--- config.mk ---
export PLATFORM = sky130hd
export DESIGN_NAME = dram_arbiter_flat
export DESIGN_NICKNAME = d
export VERILOG_FILES = /design/src/rtl/dram_arbiter_pkg.sv /design/src/rtl/dram_arbiter_if.sv /design/src/rtl/dram_arbiter_rr.sv /design/src/rtl/dram_arbiter.sv /design/src/flat_wrapper.sv
export SDC_FILE = /design/constraint.sdc
export NUM_CORES = 1
export LEC_CHECK = 0
export ABC_AREA = 1
export CORE_AREA = 2 2 131 133
export CTS_CLUSTER_DIAMETER = 120
export CTS_CLUSTER_SIZE = 12
export DETAILED_ROUTE_END_ITERATION = 7
export DIE_AREA = 0 0 133 135
export DONT_BUFFER_PORTS = 1
export PLACE_DENSITY = 0.47
export SYNTH_ARGS = -nofsm -noshare
export SYNTH_HDL_FRONTEND = slang
export SYNTH_SLANG_ARGS = --single-unit
export TNS_END_PERCENT = 50
--- constraint.sdc ---
create_clock -name clk -period 2.5 [get_ports clk]
set_input_delay 0.5 -clock clk [delete_from_list [all_inputs] [get_ports clk]]
set_output_delay 0.5 -clock clk [all_outputs]
set_load 0.01 [all_outputs]
--- src/rtl/dram_arbiter_pkg.sv ---
// Shared GPU memory-interconnect types: master ids, arbiter state and read-return tags.
package gpu_mem_pkg;

   localparam int GPU_NUM_MASTERS = 3;
   localparam int MID_W           = (GPU_NUM_MASTERS > 1) ? $clog2(GPU_NUM_MASTERS) : 1;

   typedef logic [MID_W-1:0] mid_t;

   localparam mid_t MID_VERTEX_FETCH = 2'd0;
   localparam mid_t MID_SHADER       = 2'd1;
   localparam mid_t MID_FRAMEBUFFER  = 2'd2;

   typedef enum logic [0:0] {
      ARB_IDLE   = 1'b0,
      ARB_LOCKED = 1'b1
   } arb_state_t;

   typedef struct packed {
      logic valid;
      mid_t mid;
   } rd_tag_t;

   function automatic mid_t next_mid(input mid_t m);
      mid_t r;
      if (m == mid_t'(GPU_NUM_MASTERS - 1)) begin
         r = '0;
      end else begin
         r = m + mid_t'(1'b1);
      end
      return r;
   endfunction

   function automatic mid_t oh_to_mid(input logic [GPU_NUM_MASTERS-1:0] oh);
      mid_t m;
      m = '0;
      for (int i = 0; i < GPU_NUM_MASTERS; i++) begin
         if (oh[i]) begin
            m = mid_t'(i);
         end else begin
            m = m;
         end
      end
      return m;
   endfunction

endpackage

--- src/rtl/dram_arbiter_if.sv ---
// Master-side request/return bus plus the shared DRAM pins of the arbiter.
interface dram_arbiter_if #(
   parameter int NUM_MASTERS = 3,
   parameter int ADDR_WIDTH  = 32,
   parameter int DATA_WIDTH  = 32
);

   logic [NUM_MASTERS-1:0]                 i_req;
   logic [NUM_MASTERS-1:0]                 i_we;
   logic [NUM_MASTERS-1:0]                 i_lock;
   logic [NUM_MASTERS-1:0][ADDR_WIDTH-1:0] i_addr;
   logic [NUM_MASTERS-1:0][DATA_WIDTH-1:0] i_wdata;
   logic [NUM_MASTERS-1:0]                 o_gnt;
   logic [NUM_MASTERS-1:0]                 o_rvalid;
   logic [DATA_WIDTH-1:0]                  o_rdata;
   logic                                   o_dram_req;
   logic                                   o_dram_we;
   logic [ADDR_WIDTH-1:0]                  o_dram_addr;
   logic [DATA_WIDTH-1:0]                  o_dram_wdata;
   logic [DATA_WIDTH-1:0]                  i_dram_rdata;

   modport slave (
      input  i_req, i_we, i_lock, i_addr, i_wdata, i_dram_rdata,
      output o_gnt, o_rvalid, o_rdata,
      output o_dram_req, o_dram_we, o_dram_addr, o_dram_wdata
   );

   modport master (
      output i_req, i_we, i_lock, i_addr, i_wdata, i_dram_rdata,
      input  o_gnt, o_rvalid, o_rdata,
      input  o_dram_req, o_dram_we, o_dram_addr, o_dram_wdata
   );

endinterface

--- src/rtl/dram_arbiter_rr.sv ---
// Combinational round-robin picker: first requester at or after the pointer, wrapping.
module rr_arbiter #(
   parameter int NUM_MASTERS = 3,
   parameter int PTR_W       = 2
) (
   input  logic [NUM_MASTERS-1:0] req_i,
   input  logic [PTR_W-1:0]       ptr_i,
   output logic [NUM_MASTERS-1:0] gnt_o
);

   localparam int SW = PTR_W + 1;

   logic [SW-1:0] idx_s;
   logic          found_s;

   // Scan once around the ring starting at the pointer; first hit wins.
   always_comb begin
      gnt_o   = '0;
      found_s = 1'b0;
      idx_s   = '0;
      for (int i = 0; i < NUM_MASTERS; i++) begin
         idx_s = {1'b0, ptr_i} + SW'(i);
         if (idx_s >= SW'(NUM_MASTERS)) begin
            idx_s = idx_s - SW'(NUM_MASTERS);
         end else begin
            idx_s = idx_s;
         end
         if (!found_s && req_i[idx_s[PTR_W-1:0]]) begin
            gnt_o[idx_s[PTR_W-1:0]] = 1'b1;
            found_s                 = 1'b1;
         end else begin
            found_s = found_s;
         end
      end
   end

endmodule

--- src/rtl/dram_arbiter.sv ---
// DRAM port arbiter for the GPU memory masters: round-robin with burst lock, tagged reads.
// Optional lock timeout is built when DRAM_ARB_LOCK_TIMEOUT_EN is defined.
module dram_arbiter
   import gpu_mem_pkg::*;
#(
   parameter int NUM_MASTERS = GPU_NUM_MASTERS,
   parameter int ADDR_WIDTH  = 32,
   parameter int DATA_WIDTH  = 32,
   parameter int RD_LATENCY  = 2,
   parameter int MAX_LOCK    = 16
) (
   input logic          clk,
   input logic          glbl_rst_n,
   dram_arbiter_if.slave bus
);

   if (RD_LATENCY < 1 || RD_LATENCY > 8 || MAX_LOCK < 2 ||
       NUM_MASTERS != GPU_NUM_MASTERS) begin : g_param_check
      $error("dram_arbiter: unsupported parameter set");
   end

   arb_state_t             state_q, state_d;
   mid_t                   ptr_q, ptr_d;
   mid_t                   owner_q, owner_d;
   logic [NUM_MASTERS-1:0] owner_oh_s;
   logic [NUM_MASTERS-1:0] arb_req_s;
   logic [NUM_MASTERS-1:0] rr_gnt_s;
   logic [NUM_MASTERS-1:0] o_gnt_s;
   logic                   owner_hold_s;
   logic                   any_gnt_s;
   logic                   lock_ok_s;
   logic                   timeout_hit_s;
   mid_t                   gnt_idx_s;

   logic                   dram_req_q;
   logic                   dram_we_q;
   logic [ADDR_WIDTH-1:0]  dram_addr_q;
   logic [DATA_WIDTH-1:0]  dram_wdata_q;

   rd_tag_t                tag_q [RD_LATENCY+1];
   rd_tag_t                tag_push_s;
   logic [NUM_MASTERS-1:0] rvalid_q;
   logic [DATA_WIDTH-1:0]  rdata_q;

   assign owner_oh_s   = NUM_MASTERS'(1'b1) << owner_q;
   assign owner_hold_s = (state_q == ARB_LOCKED) && bus.i_req[owner_q];
   // While the owner still requests, nobody else is visible to the picker.
   assign arb_req_s    = owner_hold_s ? owner_oh_s : bus.i_req;

   rr_arbiter #(
      .NUM_MASTERS (NUM_MASTERS),
      .PTR_W       (MID_W)
   ) u_rr (
      .req_i (arb_req_s),
      .ptr_i (ptr_q),
      .gnt_o (rr_gnt_s)
   );

   assign any_gnt_s = |rr_gnt_s;
   assign gnt_idx_s = oh_to_mid(rr_gnt_s);

`ifdef DRAM_ARB_LOCK_TIMEOUT_EN
   localparam int CNT_W = $clog2(MAX_LOCK + 1);

   logic [CNT_W-1:0] lock_cnt_q, lock_cnt_d;
   logic             relock_blk_q, relock_blk_d;
   logic             others_req_s;

   assign timeout_hit_s = (lock_cnt_q == CNT_W'(MAX_LOCK - 1));
   assign others_req_s  = |(bus.i_req & ~owner_oh_s);
   assign lock_ok_s     = bus.i_lock[gnt_idx_s] &&
                          !(relock_blk_q && (gnt_idx_s == owner_q));

   // Locked-grant count and the re-lock block applied after a forced release.
   always_comb begin
      if (owner_hold_s) begin
         lock_cnt_d = lock_cnt_q + CNT_W'(1'b1);
      end else if (state_d == ARB_LOCKED) begin
         lock_cnt_d = CNT_W'(1'b1);
      end else begin
         lock_cnt_d = '0;
      end
      if (owner_hold_s && timeout_hit_s) begin
         relock_blk_d = 1'b1;
      end else if ((any_gnt_s && (gnt_idx_s != owner_q)) || !others_req_s) begin
         relock_blk_d = 1'b0;
      end else begin
         relock_blk_d = relock_blk_q;
      end
   end

   // Timeout bookkeeping registers.
   always_ff @(posedge clk or negedge glbl_rst_n) begin
      if (!glbl_rst_n) begin
         lock_cnt_q   <= '0;
         relock_blk_q <= 1'b0;
      end else begin
         lock_cnt_q   <= lock_cnt_d;
         relock_blk_q <= relock_blk_d;
      end
   end
`else
   assign timeout_hit_s = 1'b0;
   assign lock_ok_s     = bus.i_lock[gnt_idx_s];
`endif

   // Arbitration state: FSM state, round-robin pointer, lock owner.
   always_ff @(posedge clk or negedge glbl_rst_n) begin
      if (!glbl_rst_n) begin
         state_q <= ARB_IDLE;
         ptr_q   <= '0;
         owner_q <= '0;
      end else begin
         state_q <= state_d;
         ptr_q   <= ptr_d;
         owner_q <= owner_d;
      end
   end

   // Next state: a holding owner keeps the port, otherwise a fresh round-robin pick.
   always_comb begin
      state_d = state_q;
      ptr_d   = ptr_q;
      owner_d = owner_q;
      case (state_q)
         ARB_IDLE, ARB_LOCKED: begin
            if (owner_hold_s) begin
               if (bus.i_lock[owner_q] && !timeout_hit_s) begin
                  state_d = ARB_LOCKED;
               end else begin
                  state_d = ARB_IDLE;
               end
            end else if (any_gnt_s) begin
               ptr_d = next_mid(gnt_idx_s);
               if (lock_ok_s) begin
                  state_d = ARB_LOCKED;
                  owner_d = gnt_idx_s;
               end else begin
                  state_d = ARB_IDLE;
               end
            end else begin
               state_d = ARB_IDLE;
            end
         end
         default: begin
            state_d = ARB_IDLE;
         end
      endcase
   end

   // Grant output, forced low while reset is asserted.
   always_comb begin
      if (glbl_rst_n) begin
         o_gnt_s = rr_gnt_s;
      end else begin
         o_gnt_s = '0;
      end
   end

   // DRAM command: strobe every cycle, payload captured only on a grant.
   always_ff @(posedge clk or negedge glbl_rst_n) begin
      if (!glbl_rst_n) begin
         dram_req_q   <= 1'b0;
         dram_we_q    <= 1'b0;
         dram_addr_q  <= '0;
         dram_wdata_q <= '0;
      end else begin
         dram_req_q <= any_gnt_s;
         if (any_gnt_s) begin
            dram_we_q    <= bus.i_we[gnt_idx_s];
            dram_addr_q  <= bus.i_addr[gnt_idx_s];
            dram_wdata_q <= bus.i_wdata[gnt_idx_s];
         end else begin
            dram_we_q    <= dram_we_q;
            dram_addr_q  <= dram_addr_q;
            dram_wdata_q <= dram_wdata_q;
         end
      end
   end

   // Tag entering the read pipeline this cycle.
   always_comb begin
      tag_push_s.valid = any_gnt_s && !bus.i_we[gnt_idx_s];
      tag_push_s.mid   = gnt_idx_s;
   end

   // Read tag shift register; the last stage lines up with valid DRAM data.
   always_ff @(posedge clk or negedge glbl_rst_n) begin
      if (!glbl_rst_n) begin
         for (int k = 0; k <= RD_LATENCY; k++) begin
            tag_q[k] <= '0;
         end
      end else begin
         tag_q[0] <= tag_push_s;
         for (int k = 1; k <= RD_LATENCY; k++) begin
            tag_q[k] <= tag_q[k-1];
         end
      end
   end

   // Read return: one-cycle o_rvalid pulse to the tagged master.
   always_ff @(posedge clk or negedge glbl_rst_n) begin
      if (!glbl_rst_n) begin
         rvalid_q <= '0;
         rdata_q  <= '0;
      end else begin
         if (tag_q[RD_LATENCY].valid) begin
            rvalid_q <= NUM_MASTERS'(1'b1) << tag_q[RD_LATENCY].mid;
            rdata_q  <= bus.i_dram_rdata;
         end else begin
            rvalid_q <= '0;
            rdata_q  <= rdata_q;
         end
      end
   end

   assign bus.o_gnt        = o_gnt_s;
   assign bus.o_rvalid     = rvalid_q;
   assign bus.o_rdata      = rdata_q;
   assign bus.o_dram_req   = dram_req_q;
   assign bus.o_dram_we    = dram_we_q;
   assign bus.o_dram_addr  = dram_addr_q;
   assign bus.o_dram_wdata = dram_wdata_q;

endmodule

--- src/flat_wrapper.sv ---
// flat-port wrapper written by rule: the top's interface ports become plain ports
module dram_arbiter_flat import gpu_mem_pkg::*;
#(
   parameter int NUM_MASTERS = GPU_NUM_MASTERS,
   parameter int ADDR_WIDTH  = 32,
   parameter int DATA_WIDTH  = 32,
   parameter int RD_LATENCY  = 2,
   parameter int MAX_LOCK    = 16
)
  (clk, glbl_rst_n, bus_i_req, bus_i_we, bus_i_lock, bus_i_addr, bus_i_wdata, bus_i_dram_rdata, bus_o_gnt, bus_o_rvalid, bus_o_rdata, bus_o_dram_req, bus_o_dram_we, bus_o_dram_addr, bus_o_dram_wdata);
  dram_arbiter_if #(.NUM_MASTERS(NUM_MASTERS), .ADDR_WIDTH(ADDR_WIDTH), .DATA_WIDTH(DATA_WIDTH)) bus_i ();
  input logic clk;
  input logic glbl_rst_n;
  input wire logic [$bits(bus_i.i_req)-1:0] bus_i_req;
  input wire logic [$bits(bus_i.i_we)-1:0] bus_i_we;
  input wire logic [$bits(bus_i.i_lock)-1:0] bus_i_lock;
  input wire logic [$bits(bus_i.i_addr)-1:0] bus_i_addr;
  input wire logic [$bits(bus_i.i_wdata)-1:0] bus_i_wdata;
  input wire logic [$bits(bus_i.i_dram_rdata)-1:0] bus_i_dram_rdata;
  output wire logic [$bits(bus_i.o_gnt)-1:0] bus_o_gnt;
  output wire logic [$bits(bus_i.o_rvalid)-1:0] bus_o_rvalid;
  output wire logic [$bits(bus_i.o_rdata)-1:0] bus_o_rdata;
  output wire logic [$bits(bus_i.o_dram_req)-1:0] bus_o_dram_req;
  output wire logic [$bits(bus_i.o_dram_we)-1:0] bus_o_dram_we;
  output wire logic [$bits(bus_i.o_dram_addr)-1:0] bus_o_dram_addr;
  output wire logic [$bits(bus_i.o_dram_wdata)-1:0] bus_o_dram_wdata;
  assign bus_i.i_req = bus_i_req;
  assign bus_i.i_we = bus_i_we;
  assign bus_i.i_lock = bus_i_lock;
  assign bus_i.i_addr = bus_i_addr;
  assign bus_i.i_wdata = bus_i_wdata;
  assign bus_i.i_dram_rdata = bus_i_dram_rdata;
  assign bus_o_gnt = bus_i.o_gnt;
  assign bus_o_rvalid = bus_i.o_rvalid;
  assign bus_o_rdata = bus_i.o_rdata;
  assign bus_o_dram_req = bus_i.o_dram_req;
  assign bus_o_dram_we = bus_i.o_dram_we;
  assign bus_o_dram_addr = bus_i.o_dram_addr;
  assign bus_o_dram_wdata = bus_i.o_dram_wdata;
  dram_arbiter #(.NUM_MASTERS(NUM_MASTERS), .ADDR_WIDTH(ADDR_WIDTH), .DATA_WIDTH(DATA_WIDTH), .RD_LATENCY(RD_LATENCY), .MAX_LOCK(MAX_LOCK)) u_core (.clk(clk), .glbl_rst_n(glbl_rst_n), .bus(bus_i));
endmodule
==> out/results.txt <==
Setup TNS -> -4.67 ns
Critical Path, Cell by Cell -> nor2_4 > nand2_2 > nand3_4 > nand3_1 > nand3_1 > nand3_1 > nand2_2 > nand2_2 > nor2_4 > nor2_8 > inv_6 > nand2_1 > inv_2
Post-DR vias/cell -> 5.29
Cells after DPL -> 964
Leading area contributor after synthesis -> dfrtp_1
CTS Buffer Depth -> 2
Seq cells post-synth -> 115
Top cell type's share of synthesized area -> 47.3%
Row count -> 47
CTS tree -> yes
Final setup viols -> 72
Gpl congestion -> 0.899
Post-Syn Nets -> 1009
Via count -> 5453
Port Buffers -> 0
Initial Utilization -> 37.0%
CTS clk-pin slew, worst paths -> 0.06 ns
Worst Hold Class -> primary input to async pin
Commonest non-fill, non-tap cell in the layout -> nand2_1
Most frequent cells in the layout -> nand2_1 (203), nand3_1 (143), dfrtp_1 (113)
MaxCap Viol Count -> 0
Cell types occupying the most area after synthesis -> dfrtp_1 (47%), nand2_1 (14%), nand3_1 (13%)
Drt pass-1 iters -> 5
Post-route setup slack -> -0.171 ns
Syn Inst Count -> 770
Antenna Nets Post-Route -> 0
Least-Margin Pin Slew -> 0.439 ns
Vias in the first global route -> 5511
Core Box Area -> 0.0164 mm^2
Critical path arrival -> 2.17 ns
FF-to-FF setup slack -> -0.11 ns
Top delay family on crit path -> simple AND/OR/NAND/NOR gates
Antenna cells -> 0
Fmax -> 374 MHz
DR iter-0 viols -> 378
CP max stage delay -> 0.45 ns
Bufs and invs on worst path -> 2
First-pass GRT wire length -> 28400 um
Post-DP HPWL -> 13000 um
Clock Sinks -> 115
Max stage delay cell, worst path -> dfrtp_2
Die Span Y -> 135 um
Wire per inst -> 19.7 um
Final net count -> 1037
Largest net degree at the start of global routing -> 118
Root Driver -> clkbuf_16
Post-route insts no fill -> 1031
Grt ovf -> 0
Die area -> 0.0180 mm^2
Mapped cell area -> 0.00608 mm^2
H-tree level count -> 4
Final wirelength -> 20400 um
Fin util -> 47.8%
# IOs -> 339
Unrepaired setup endpoints after global routing -> true
Slew HR -> 70.7%
# DRC -> 0
Worst Setup Start Kind -> flip-flop
Initial antenna violation count -> 0
CP endpoint kind -> primary output
All-Layer GR Usage -> 20.3%
Hold WS -> -0.216 ns
Chip width -> 133 um
Period Utilization, post-route -> 107%
Status -> complete, but fails checks
Clk_skew -> 0.00924 ns
Clock Latency Late Sink -> 0.41 ns
Distinct cells, synth -> 25
Synth warnings -> 0
Post-synthesis sequential area ratio -> 47.3%
Setup CP Type -> flip-flop to primary output
Max Slew Vio Count -> 0
P&R area growth vs syn -> 29.1%
Max Fanout on Critical Path -> 6
Final Hold Viols -> 115
Minimum clock period -> 2.67 ns
Syn_area_per_cell -> 7.89 um^2
CP Data Required Time -> 2.00 ns
Share of cells above drive strength 1 -> 24.2%
CTS Buf Count -> 17
Violated checks -> negative hold slack, negative setup slack
[cell usage after synthesis (all sizes together)]
master and number:
a22oi 1, buf 37, clkbuf 9, dfrtp 115, ha 4, inv 90, mux2 32, nand2 234
nand3 160, nand4 1, nor2 18, nor3b 1, o21ai 68
[layer usage]
metal	global-route usage (%)	share of wire, %	vias to the layer above
li1	-	-	2537
met3	8.30	9.0	44
met4	8.90	2.7	0
met1	22.4	39	2579
met5	0	0	-
met2	34.5	50	293
[sequential cells by signal (all words and copies together), names as in the netlist]
register and count:
u_core.ptr_q 2, u_core.owner_q 2, u_core.bus.o_dram_req 1, u_core.bus.o_dram_we 1, u_core.bus.o_rvalid 3, u_core.state_q 1
u_core.bus.o_rdata 32, u_core.bus.o_dram_wdata 32, u_core.bus.o_dram_addr 32, u_core.tag_q 9
[metrics by stage]
step                      hold slack [ns]  setup slack (ns)  instance area, um^2
after global placement              0.208            0.0878                 6380
after global routing               -0.240            -0.320                 7850
after floorplan                     0.204             0.111                 6080
final                              -0.216            -0.171                 7850
after CTS                          -0.234            -0.107                 7200
after detailed placement            0.207           -0.0295                 6380
[path summary, 6_finish.rpt]
path,startpoint,endpoint,cells after the start
max in group asynchronous,glbl_rst_n,u_core.bus.o_dram_wdata[25],0
worst min register to register,u_core.tag_q[6],u_core.tag_q[3],0
min in group clk,bus_i_dram_rdata[22],u_core.bus.o_rdata[22],1
worst min-delay path,glbl_rst_n,u_core.bus.o_dram_addr[21],0
worst max register to register,u_core.owner_q[0],u_core.bus.o_dram_addr[8],18
worst max-delay path,u_core.owner_q[0],bus_o_gnt[2],13
[final cells by class]
| class | instances | area (um^2) |
|---|---|---|
| multi-input cells | 519 | 2890 |
| clock inverters | 15 | 181 |
| inverters | 90 | 348 |
| clock buffers | 17 | 425 |
| flip-flops and latches | 115 | 2880 |
| repair buffers | 55 | 848 |
| fillers | 1544 | 8560 |
| well taps | 220 | 275 |
[repair_timing]
action	in CTS	in global routing
gates cloned	1	13
hold endpoints to repair	115	115
pin swaps	16	10
resized for setup	36	61
endpoints found under the setup margin	22	75
buffers inserted	7	14
[cells by family after synthesis]
| family | after synthesis | synth area share (%) |
|---|---|---|
| AND/OR/NAND/NOR | 414 | 30.4 |
| buffers and inverters | 136 | 9.80 |
| flip-flops | 115 | 47.3 |
| AO/OA/AOI/OAI | 69 | 5.72 |
| multiplexers | 32 | 5.93 |
| adder cells (fa/ha/maj) | 4 | 0.823 |
Power is left out: the tool's default activity adds up to more than one toggle a clock period on the data nets, which glitch-free logic cannot reach.
